==> config.mk <==
export PLATFORM = sky130hd
export DESIGN_NAME = cc_ball_shifter
export DESIGN_NICKNAME = d
export VERILOG_FILES = /design/src/rtl/cc_ball_shifter.sv
export SDC_FILE = /design/constraint.sdc
export NUM_CORES = 1
export LEC_CHECK = 0
export BUFFER_PORTS_ARGS = -buffer_cell sky130_fd_sc_hd__buf_2
export CORE_MARGIN = 2
export CORE_UTILIZATION = 45
export CTS_CLUSTER_SIZE = 40
export DETAILED_ROUTE_END_ITERATION = 12
export PLACE_DENSITY = 0.83
export RECOVER_POWER = 25
export SLEW_MARGIN = 20
export SYNTH_ARGS = -nofsm -noshare
export SYNTH_HDL_FRONTEND = slang
export SYNTH_SLANG_ARGS = --single-unit
export TNS_END_PERCENT = 10
==> constraint.sdc <==
create_clock -name CC_BALLSHIFTER_CLOCK_50 -period 1.69 [get_ports CC_BALLSHIFTER_CLOCK_50]
set_input_delay 0.169 -clock CC_BALLSHIFTER_CLOCK_50 [delete_from_list [all_inputs] [get_ports CC_BALLSHIFTER_CLOCK_50]]
set_output_delay 0.169 -clock CC_BALLSHIFTER_CLOCK_50 [all_outputs]
set_load 0.02 [all_outputs]
==> src/rtl/cc_ball_shifter.sv <==
// Pong ball position register: a one-hot ball bouncing across bits 3..0 of the bus.
// The FSM drives the ball, counts misses and exposes its state for observation.
module cc_ball_shifter #(
  parameter int BALLSHIFTER_DATAWIDTH = 8
) (
  input  logic                             CC_BALLSHIFTER_CLOCK_50,
  input  logic                             CC_BALLSHIFTER_RESET_InHigh,
  input  logic                             CC_BALLSHIFTER_tick_InHigh,
  input  logic                             CC_BALLSHIFTER_serve_InLow,
  input  logic                             CC_BALLSHIFTER_hit_InLow,
  input  logic                             CC_BALLSHIFTER_izquierda_InLow,
  input  logic                             CC_BALLSHIFTER_derecha_InLow,
  output logic [BALLSHIFTER_DATAWIDTH-1:0] CC_BALLSHIFTER_data_OutBUS,
  output logic                             CC_BALLSHIFTER_miss_OutHigh,
  output logic [3:0]                       CC_BALLSHIFTER_misscount_OutBUS,
  output logic [2:0]                       CC_BALLSHIFTER_state_OutBUS
);

  typedef enum logic [2:0] {
    IDLE       = 3'd0,
    MOVE_RIGHT = 3'd1,
    MOVE_LEFT  = 3'd2,
    MISS       = 3'd3
  } ballState_t;

  localparam logic [BALLSHIFTER_DATAWIDTH-1:0] BALL_HOME  = BALLSHIFTER_DATAWIDTH'(4'b1000);
  localparam logic [BALLSHIFTER_DATAWIDTH-1:0] BALL_EMPTY = '0;
  localparam logic [BALLSHIFTER_DATAWIDTH-1:0] LANE_MASK  = BALLSHIFTER_DATAWIDTH'(4'b1111);

  ballState_t                       state;
  logic [BALLSHIFTER_DATAWIDTH-1:0] ballBus;
  logic [BALLSHIFTER_DATAWIDTH-1:0] ballRight;
  logic [BALLSHIFTER_DATAWIDTH-1:0] ballLeft;
  logic [3:0]                       laneBits;
  logic                             ballLegal;
  logic                             missPulse;
  logic [3:0]                       missCount;

  // Shifts are masked to the four-position lane, so a ball pushed off either end
  // becomes an empty bus and is caught by the legality check on the next edge.
  always_comb begin
    laneBits  = ballBus[3:0];
    ballRight = (ballBus >> 1) & LANE_MASK;
    ballLeft  = (ballBus << 1) & LANE_MASK;
    ballLegal = ((ballBus & ~LANE_MASK) == BALL_EMPTY) &&
                (laneBits != 4'b0000) &&
                ((laneBits & (laneBits - 4'd1)) == 4'b0000);
  end

  always_ff @(posedge CC_BALLSHIFTER_CLOCK_50) begin
    if (CC_BALLSHIFTER_RESET_InHigh) begin
      state     <= IDLE;
      ballBus   <= BALL_HOME;
      missPulse <= 1'b0;
      missCount <= 4'd0;
    end else begin
      missPulse <= 1'b0;
      case (state)
        IDLE: begin
          ballBus <= BALL_HOME;
          if (!CC_BALLSHIFTER_serve_InLow) state <= MOVE_RIGHT;
        end

        MOVE_RIGHT: begin
          if (!ballLegal) begin
            ballBus <= BALL_HOME;
            state   <= IDLE;
          end else if (CC_BALLSHIFTER_tick_InHigh) begin
            if (CC_BALLSHIFTER_derecha_InLow) begin
              ballBus <= ballRight;
            end else if (!CC_BALLSHIFTER_hit_InLow) begin
              ballBus <= ballLeft;
              state   <= MOVE_LEFT;
            end else begin
              ballBus   <= BALL_EMPTY;
              state     <= MISS;
              missPulse <= 1'b1;
              if (missCount != 4'd15) missCount <= missCount + 4'd1;
            end
          end
        end

        MOVE_LEFT: begin
          if (!ballLegal) begin
            ballBus <= BALL_HOME;
            state   <= IDLE;
          end else if (CC_BALLSHIFTER_tick_InHigh) begin
            // The far wall always returns the ball; no paddle involved.
            if (CC_BALLSHIFTER_izquierda_InLow) begin
              ballBus <= ballLeft;
            end else begin
              ballBus <= ballRight;
              state   <= MOVE_RIGHT;
            end
          end
        end

        MISS: begin
          if (!CC_BALLSHIFTER_serve_InLow) begin
            ballBus <= BALL_HOME;
            state   <= MOVE_RIGHT;
          end else begin
            ballBus <= BALL_EMPTY;
          end
        end

        default: begin
          ballBus <= BALL_HOME;
          state   <= IDLE;
        end
      endcase
    end
  end

  assign CC_BALLSHIFTER_data_OutBUS      = ballBus;
  assign CC_BALLSHIFTER_miss_OutHigh     = missPulse;
  assign CC_BALLSHIFTER_misscount_OutBUS = missCount;
  assign CC_BALLSHIFTER_state_OutBUS     = state;

endmodule
# Word level (Yosys, flattened, before mapping)
# Index checks and enable logic that the tools add are counted.
[word_totals]
register_bits = 16
in_bits = 7
out_inout_bits = 16
elab_cells = 50
[classes]
add_sub_neg = 2
eq_ne = 9
muxes = 19
bitwise_logic = 5
reduce_logical = 11
[op_table]
columns = ["op", "n"]
rows = [
  ["2-to-1 mux 8 bit", 4],
  ["case mux 8 bit (3 select lines)", 1],
  ["2-to-1 mux 3 bit", 7],
  ["2-to-1 mux 4 bit", 4],
  ["inequality test 3 bit, second input constant", 4],
  ["case mux 3 bit (3 select lines)", 1],
  ["logical NOT 8 bit", 1],
  ["== test 3 x 2 -> 1 bit, second input constant", 2],
  ["AND reduction 6 bit", 1],
  ["AND reduction 5 bit", 1],
  ["OR reduction 5 bit", 1],
  ["adder 4 x 1 -> 4 bit, second input constant", 1],
  ["AND 4 bit", 1],
  ["logical NOT 4 bit", 1],
  ["inequality test 4 bit, second input constant", 1],
  ["NOT 1 bit", 4],
  ["nonzero test 4 bit", 1],
  ["subtractor 4 x 1 -> 4 bit, second input constant", 1],
  ["== test 3 x 1 -> 1 bit, second input constant", 1],
  ["logical NOT 3 bit", 1],
  ["logical AND 1 bit", 2],
  ["2-to-1 mux 1 bit", 2],
  ["inequality test 2 bit, second input constant", 1],
  ["AND reduction 2 bit", 1],
  ["OR reduction 2 bit", 1],
]

# Logic depth before layout (Yosys ltp)
# Gate-level depths: netlist of run 1.
[logic_depth]
depth_word = 6
mapped_depth = 7
ltp_nobuf = 7

# Least setup slack after synthesis of run 1
# Ideal clock, no wire load.
[synth_timing]
path_kind = "register to register"
start = "reg state[0] (netlist: CC_BALLSHIFTER_state_OutBUS[0])"
end = "reg state[0] (netlist: CC_BALLSHIFTER_state_OutBUS[0])"
arrival_time_ns = 1.820
t_required_ns = 1.616
slack_ns = -0.204
path_stages_with_launch = 7
n_path_buf = 0
period_less_slack_ns = 1.894
cell_sequence = "dfxtp_1 > inv_1 > ha_1 > nor2b_1 > o21ai_0 > or4b_1 > a31oi_1"
[synth_between]
elab_chain_len = 4
elab_cells_between_ends = 12
classes_between = "8 x eq/ne; 1 x mux; 3 x reduce/logical"
[synth_lines]
columns = ["element", "line", "text"]
rows = [
  ["start, declared", "30", "ballState_t state;"],
  ["start signal, assigned", "52", "state <= IDLE;"],
  ["start signal, assigned", "61", "if (!CC_BALLSHIFTER_serve_InLow) state <= MOVE_RIGHT;"],
  ["start signal, assigned", "67", "state <= IDLE;"],
  ["== test 3 x 2 -> 1 bit / logical NOT 3 bit (equally long branches)", "58", "case (state)"],
  ["OR reduction 2 bit (no line)", "n/a", ""],
  ["inequality test 2 bit (no line)", "n/a", ""],
  ["AND reduction 5 bit (no line)", "n/a", ""],
]
# Parallel ways exist; a longest one is shown, timed or not.
# A chain may end at the register's enable or synchronous reset.

# Final worst setup path of run 1
# Same ends and word-level chain as after synthesis.

==> impl_metrics.ini, run 1 <==
[outcome]
status = completed

[floorplanning]
rows = 15
die_area_sq_um = 2260
die_y_um = 47.6
start_util = 0.484
io_pins = 23
core_sq_um = 1760
die_w_um = 47.6

[route]
vias = 870
initialDrtViolationCount = 14
route.detailed.drc = 0
viasPerCell = 5.44
post_drt_wl_per_cell_um = 12.9
first_pass_iters = 4
drt-total-wl_um = 2070
ant_nets = 0

[final_layout]
final-seq-area_sq_um = 240
post_route_cells_drive_above_1_share = 0.348
diodes = 0
area_growth_pct = 29.1
final_nets = 149
multi_input_area_sq_um = 618
layout_common_cells = 15 x nor2_1, 12 x buf_2, 11 x buf_4
final_common_cell = nor2_1
final_util = 0.626
fill_cells = 171

[worst_setup_path]
rrSetupSlack_ps = 50
timing.rr.start = CC_BALLSHIFTER_state_OutBUS[0]
worstSetupStartpointType = register
critical_path_arrival_ps = 1840
r2r_cells = 6
worstPathMaxFanout = 6
critical_path_class = register to register
critPathCaptureType = register
cp-startpoint = CC_BALLSHIFTER_state_OutBUS[0]
critPathRequiredTime_ps = 1890

[yosys]
ys_seq_elements = 11
synthXorXnorAreaFrac = 0.0512
synth_top_cell_by_area = dfxtp_1
avgSynthCellArea_sq_um = 8.06
seq_area_frac_synth = 0.258
synth.distinct_cells = 38
ys_top_cells_by_area = dfxtp_1 26%, ha_1 8.8%, nor2_1 7.0%, buf_4 5.3%, nand2b_1 4.4%
syn_inst = 106
synth_fa_ha_area_frac = 0.0878
synth_top_family_by_area = simple AND/OR/NAND/NOR gates
synth_mux_area_frac = 0.0117
synth_compound_area_frac = 0.171
synth-simple-area-share = 0.327
syn-cell-area_sq_um = 855
yosys_warnings = 0
synth_top_area_frac = 0.258

[power_and_ir_drop]
p_leak_nw = 0.454
vdd_drop_max_v = 0.000812
p_per_area_nw_per_um2 = 1140

[timing]
fmaxAchievable_mhz = 609
period_share = 0.972
final_hold_viol_count = 0
rsz0062_at_grt = true
maxSlewViolCount = 0
skew_ps = 2.54
finalSetupViolations = 0
fin_setup_tns_ps = 0
fin_crit_ps = 1640

[clock_network]
path_clk_slew_ps = 60
clockBufferDepth = 2
clock-sinks = 11
cts-htree-levels = 1
cts_tree = yes
holdBufCountCts = 0
root_buffer = clkbuf_4
worstSkewPairLatency_ps = 280
numCtsBuffers = 3

[min_path]
min_from = CC_BALLSHIFTER_serve_InLow
hold_class = input port to register
min_path_cells = 3

[global_route]
met1_usage = 0.222
busiest_layer = met2
use_met3 = 0.0566
grt_pass1_wl_um = 2930
grt_start_max_net_pins = 13
grt_pass1_vias = 719
grt_antenna_before_repair = 0
grtUsageTotal = 0.189
grt_use_met2 = 0.308
gr-total-overflow = 0

[job]
cap_viol_max_count = 0

[placement]
portBuffers = 17
gp_congestion = 0.902
dp_hpwl_um = 1410
[cells in the mapped netlist]
master	number
nor2_1	16
dfxtp_1	11
buf_4	6
ha_1	6
nand2_1	6
nand2b_1	6
nand3_1	6
a21oi_1	4
inv_1	4
o21ai_0	4
xor2_1	4
a31oi_1	3
a22oi_1	2
nand4b_1	2
nor3_1	2
nor4b_2	2
a211o_2	1
a211oi_1	1
a211oi_2	1
a22oi_2	1
and2_1	1
and2b_2	1
and3_1	1
buf_2	1
buf_6	1
conb_1	1
mux2i_1	1
nand3b_1	1
nor2b_1	1
nor3_2	1
nor3b_1	1
nor4b_1	1
o2111a_1	1
o21ai_1	1
o22ai_1	1
o31ai_1	1
or4b_1	1
xnor2_1	1
[path summary, 6_finish.rpt]
path                                    end
max reg2reg  CC_BALLSHIFTER_state_OutBUS[0]
min          CC_BALLSHIFTER_state_OutBUS[0]
max          CC_BALLSHIFTER_state_OutBUS[0]
min reg2reg  CC_BALLSHIFTER_state_OutBUS[0]
[registers in the layout, summed over array words and instances (netlist names)]
signal / count
CC_BALLSHIFTER_state_OutBUS: 2
CC_BALLSHIFTER_miss_OutHigh: 1
CC_BALLSHIFTER_data_OutBUS: 4
CC_BALLSHIFTER_misscount_OutBUS: 4
[power breakdown]
part           total, W  internal, W  leakage (nW)  switching [W]
combinational  0.000732     0.000351         0.346       0.000381
sequential     0.000338     0.000296        0.0926      0.0000425
clock          0.000182    0.0000917        0.0150      0.0000904
[layout make-up]
class	instances	share of cell area
multi-input combinational	87	0.560
timing repair buffer	29	0.156
clock buffer	4	0.0238
inverter	4	0.0136
tap	25	0.0283
sequential	11	0.218
[timing repair]
item                                    CTS  global route
pin swaps                                 1             6
gates cloned                              0             0
buffers inserted                          3             4
gates resized for setup                   0            13
endpoints found under the setup margin    2             6
[stage by stage]
stage	total power, W	setup slack, ps	hold slack, ps	std cells	instance area [sq um]
6_report	0.00125	48.1	194	160	1100
4_1_cts	0.00113	14.5	186	156	1020
2_1_floorplan	0.000757	6.20	332	110	882
3_5_place_dp	0.000899	0.991	476	149	975
5_1_grt	0.00134	-37.1	217	160	1100
3_3_place_gp	0.000889	32.8	475	149	975
[per-layer routing]
layer	vias to the layer above	wire length (um)	share of wire
met1	412	877	0.42
li1	427	-	-
met5	-	0	0
met4	0	46	0.022
met3	5	109	0.053
met2	26	1030	0.50
[worst max-delay path: stages (launching register included)]
cell and delay [ps]:
dfxtp_4 360, buf_6 120, ha_4 170, a22oi_2 220, nor2_2 70, or4b_1 470, a31oi_1 160
[kinds of logic after synthesis]
group	count (synthesis)
flops	11
buf+inv	12
simple gates	49
other cells	1
fa+ha+maj	6
xor+xnor	5
compound gates	21
mux	1
Note: power is estimated with default switching activity, not from simulation.
==> run 2, diff against run 1 <==
Settings changed: PLACE_DENSITY 0.83 to 0.8.
Clock period 1.69 ns to 1.57 ns, I/O delays scaled along.
==> run 2 against run 1 <==
Compared with the run above: critical endpoint unchanged; worst setup slack worse by 130 ps; the run now ends with setup timing left; core utilization is 2.4 points higher; register-to-register slack worse by 130 ps; die area stayed put; power is 10% higher; sequential cell count stayed put; global-route usage is 3.1 points higher; sequential power is 9.2% higher; largest cell class unchanged.
==> impl_metrics.ini, run 2 (synthesis gave the netlist of run 1 again) <==
[outcome]
status = finished with violations
violations = setup timing

[global_route]
grt_pass1_vias = 823
grtUsageTotal = 0.219
grt_antenna_before_repair = 0
gr-total-overflow = 0
grt_pass1_wl_um = 3480
grt_start_max_net_pins = 13

[min_path]
hold_class = input port to register

[clock_network]
cts-htree-levels = 1
holdBufCountCts = 0
worstSkewPairLatency_ps = 270
clock-sinks = 11
path_clk_slew_ps = 70
clockBufferDepth = 2
cts_tree = yes
root_buffer = clkbuf_4
numCtsBuffers = 3

[timing]
fin_crit_ps = 1660
rsz0062_at_grt = true
maxSlewViolCount = 0
final_hold_viol_count = 0
finalSetupViolations = 1
skew_ps = 2.69
setup_slack_ps = -85.3
fmaxAchievable_mhz = 604
period_share = 1.05
fin_setup_tns_ps = -85.3

[job]
cap_viol_max_count = 0

[route]
route.detailed.drc = 0
post_drt_wl_per_cell_um = 13.6
vias = 892
initialDrtViolationCount = 24
drt-total-wl_um = 2210
viasPerCell = 5.47
first_pass_iters = 4
ant_nets = 0

[floorplanning]
die_area_sq_um = 2260
start_util = 0.484
core_sq_um = 1760
die_w_um = 47.6
die_y_um = 47.6
io_pins = 23
rows = 15

[final_layout]
stdcell_count = 163
layout_common_cells = 15 x nor2_1, 15 x buf_4, 14 x buf_2
final-seq-area_sq_um = 233
final_nets = 152
fill_cells = 159
diodes = 0
area_growth_pct = 34.1
post_route_cells_drive_above_1_share = 0.399
multi_input_area_sq_um = 642

[placement]
place_inst = 158
gp_congestion = 0.865
portBuffers = 17
dp_hpwl_um = 1650

[power_and_ir_drop]
p_per_area_nw_per_um2 = 1210
p_leak_nw = 0.496
vdd_drop_max_v = 0.000735

[worst_setup_path]
critPathCaptureType = register
worstSetupStartpointType = register
worstPathMaxFanout = 6
critical_path_class = register to register
critical_path_arrival_ps = 1850
critPathRequiredTime_ps = 1770
## run 2: per-stage QoR
step / total power (W) / worst slack [ps] / hold WS, ps / cell area (sq um) / utilization
2_1_floorplan: 0.000858 / -61.2 / 320 / 913 / -
3_3_place_gp: 0.00107 / -20.2 / 465 / 1070 / 0.606
3_5_place_dp: 0.00110 / -84.2 / 467 / 1070 / 0.606
4_1_cts: 0.00132 / -52.2 / 170 / 1110 / 0.631
5_1_grt: 0.00146 / -115 / 174 / 1150 / 0.650
6_report: 0.00138 / -85.3 / 172 / 1150 / 0.650
## run 2: routing by layer
layer / vias to the layer above / GRT usage / part of all wire / routed length (um)
met2: 38 / 0.405 / 0.54 / 1190
li1: 433 / - / - / -
met5: - / 0 / 0 / 0
met4: 0 / 0.103 / 0.016 / 36
met3: 6 / 0.0642 / 0.051 / 112
met1: 415 / 0.226 / 0.39 / 873
## run 2: timing repair
item                       in CTS  in global routing
setup endpoints to repair       6                  9
pin swaps                       2                  2
resized for setup               4                  5
buffers inserted                0                  1
## run 2: final cells by class
class                           instances  area share
Multi-Input combinational cell         87       0.560
Sequential cell                        11       0.203
Timing Repair Buffer                   32       0.169
Tap cell                               25      0.0273
Clock buffer                            4      0.0229
Inverter                                4      0.0175
## run 2: critical path, stage by stage (launching register included)
cell and delay, ps:
dfxtp_2 370, xor2_1 190, a211oi_2 280, nor2_1 90, or4b_1 490, a31oi_1 160
## run 2: path summary, 6_finish.rpt
path | end | slack [ps] | start | cells past startpoint
max | CC_BALLSHIFTER_state_OutBUS[0] | -90 | CC_BALLSHIFTER_data_OutBUS[2] | 5
min | CC_BALLSHIFTER_state_OutBUS[0] | 170 | CC_BALLSHIFTER_RESET_InHigh | 2
max reg2reg | CC_BALLSHIFTER_state_OutBUS[0] | -90 | CC_BALLSHIFTER_data_OutBUS[2] | 5
min reg2reg | CC_BALLSHIFTER_misscount_OutBUS[1] | 560 | CC_BALLSHIFTER_misscount_OutBUS[1] | 2
## run 2: power breakdown
group / internal (W) / switching [W]
combinational: 0.000384 / 0.000429
clock: 0.0000986 / 0.000102
sequential: 0.000319 / 0.0000495
total: 0.000801 / 0.000580
==> run 3, diff against run 2 <==
Settings changed: ABC_AREA set to 1.
==> run 3 against run 2 <==
Compared with the run above: the run now ends clean; first-iteration DRC count rose by 21%; sequential cell count did not move; critical path depth grew 3; register-to-register slack better by 220 ps; count of clock-buffer cells in the layout is the same; global-route usage is 1.4 points lower; core utilization decreased by 7.9 points; power fell by 1.5%; non-clock buffer count is 13 lower; die area is 1.1% higher; sequential power increased by 4%; critical path type unchanged; highest routed layer unchanged.
==> impl_metrics.ini, run 3 <==
[placement]
gp_congestion = 0.912
portBuffers = 17
dp_hpwl_um = 1520
dpl_cell_area_sq_um = 970
place_inst = 171

[clock_network]
clock-sinks = 11
numCtsBuffers = 3
path_clk_slew_ps = 70
cts-htree-levels = 1
cts_tree = yes
worstSkewPairLatency_ps = 270
clockBufferDepth = 2
root_buffer = clkbuf_4
post-cts-setup-buffers = 0

[yosys]
avgSynthCellArea_sq_um = 6.70
synth_top_family_by_area = simple AND/OR/NAND/NOR gates
synthXorXnorAreaFrac = 0.0304
synth-simple-area-share = 0.391
synth_top_area_frac = 0.255
synth.distinct_cells = 25
synth_fa_ha_area_frac = 0.0868
ys.flop_type = dfxtp_1
yosysMostFrequentCell = nand2_1
synth_mux_area_frac = 0
ys_top_cells_by_area = dfxtp_1 25%, nand2_1 11%, ha_1 8.7%, nand4_1 6.5%, nand3_1 6.4%
seq_area_frac_synth = 0.255
ys_seq_elements = 11
syn-cell-area_sq_um = 865
yosys_warnings = 0
synth_top_cell_by_area = dfxtp_1
syn_inst = 129
synthArstFlopShare = 0
synth_compound_area_frac = 0.103
synth_commonest_cells = 26 x nand2_1, 14 x inv_1, 11 x dfxtp_1, 11 x nand3_1, 9 x nand4_1
synth_edf_count = 0

[power_and_ir_drop]
switching_share = 0.494
clockPowerShare = 0.138
p_leak_nw = 0.476
pwr-share-seq = 0.281
totalPowerFinal_w = 0.00136
power.internal_w = 0.000689
vdd_drop_max_v = 0.00101
p_per_area_nw_per_um2 = 1350
p_sw_w = 0.000673
p_comb_frac = 0.581

[route]
viasPerCell = 5.07
post_drt_wl_per_cell_um = 10.9
first_pass_iters = 4
vias = 888
route.detailed.drc = 0
initialDrtViolationCount = 29
ant_nets = 0
drt-total-wl_um = 1910

[floorplanning]
die_y_um = 47.8
core_sq_um = 1760
io_pins = 23
rows = 15
start_util = 0.490
die_area_sq_um = 2290
die_w_um = 47.8

[final_layout]
final_common_cell = nand2_1
diodes = 0
stdcell_count = 175
area_growth_pct = 16.5
fill_cells = 186
multi_input_area_sq_um = 557
layout_common_cells = 26 x nand2_1, 13 x inv_1, 12 x buf_2
post_route_cells_drive_above_1_share = 0.273
final_nets = 164
final-seq-area_sq_um = 228
fin_area_sq_um = 1010

[worst_setup_path]
critical_path_class = register to register
critPathRequiredTime_ps = 1770
critical_path_arrival_ps = 1640
worstPathMaxFanout = 5
worstSetupStartpointType = register
critPathCaptureType = register

[global_route]
met1_usage = 0.253
grt_start_max_net_pins = 11
grtUsageTotal = 0.206
grt_antenna_before_repair = 0
busiest_layer = met2
grt_pass1_vias = 803
use_met3 = 0.0340
gr-total-overflow = 0
grt_pass1_wl_um = 3280
grt_use_met2 = 0.347

[job]
cap_viol_max_count = 0

[timing]
fmaxAchievable_mhz = 695
skew_ps = 5.75
fin_crit_ps = 1440
maxSlewViolCount = 0
period_share = 0.917
finalSetupViolations = 0
rsz0062_at_grt = false
fin_setup_tns_ps = 0
hold-worst-slack_ps = 152
final_hold_viol_count = 0

[outcome]
status = completed

[min_path]
hold_class = input port to register
==> run 3: cell types whose count changed after synthesis, moves of 5 or more <==
cell,before,now
nand2_2,0,6
nor2_1,16,8
nand4_1,0,9
nand2b_1,6,0
inv_1,4,14
nand3_1,6,11
nand2_1,6,26
==> run 3: critical path, stage by stage, from the launching register on <==
cell and delay [ps]:
dfxtp_2 360, inv_1 80, ha_1 290, or2_2 310, nand3_2 100, nor2_4 50
nand2_1 60, nand2_1 40, nor2_1 80
==> run 3: timing repair <==
action / in CTS / in global routing
resized for setup: 0 / 8
setup endpoints to repair: 0 / 9
hold buffers: 0 / 0
==> run 3: area by class of cell <==
cell class,instances,share of cell area
sequential,11,0.226
clock buffer,4,0.0261
timing repair buffer,19,0.0932
tap,25,0.0311
multi-input combinational,97,0.553
inverter,19,0.0708
==> run 3: logic make-up (layout without fill, tap and decap cells) <==
group | Yosys count | count (layout)
simple gates | 68 | 68
fa+ha+maj | 6 | 6
buf+inv | 25 | 42
compound gates | 15 | 15
xor+xnor | 3 | 3
flops | 11 | 11
other cells | 1 | 5
==> run 3: power by group through the flow <==
stage	logic, W	registers [W]	clock network [W]
finish	0.000791	0.000383	0.000188
global route	0.000897	0.000391	0.000213
CTS	0.000766	0.000370	0.000192
floorplan	0.000547	0.000423	0
global placement	0.000735	0.000373	0
detailed placement	0.000763	0.000377	0
==> run 3: metrics by stage <==
step / worst slack, ps / util
global placement: 128 / 0.550
global route: 17.1 / 0.571
finish: 130 / 0.571
detailed placement: 59.8 / 0.550
floorplan: 10.2 / -
CTS: 47.3 / 0.565
==> run 3: final timing paths <==
kind                                                startpoint                                 end  slack [ps]  cells after the start
worst min register to register   CC_BALLSHIFTER_data_OutBUS[2]       CC_BALLSHIFTER_data_OutBUS[2]         510                      2
worst max register to register  CC_BALLSHIFTER_state_OutBUS[1]      CC_BALLSHIFTER_state_OutBUS[0]         130                      8
worst min-delay path               CC_BALLSHIFTER_RESET_InHigh  CC_BALLSHIFTER_misscount_OutBUS[3]         150                      2
worst max-delay path            CC_BALLSHIFTER_state_OutBUS[1]      CC_BALLSHIFTER_state_OutBUS[0]         130                      8
==> run 3: metal layers <==
layer / part of all wire / up-vias
li1: - / 451
met1: 0.45 / 403
met2: 0.47 / 25
met3: 0.044 / 9
met4: 0.036 / 0
met5: 0 / -
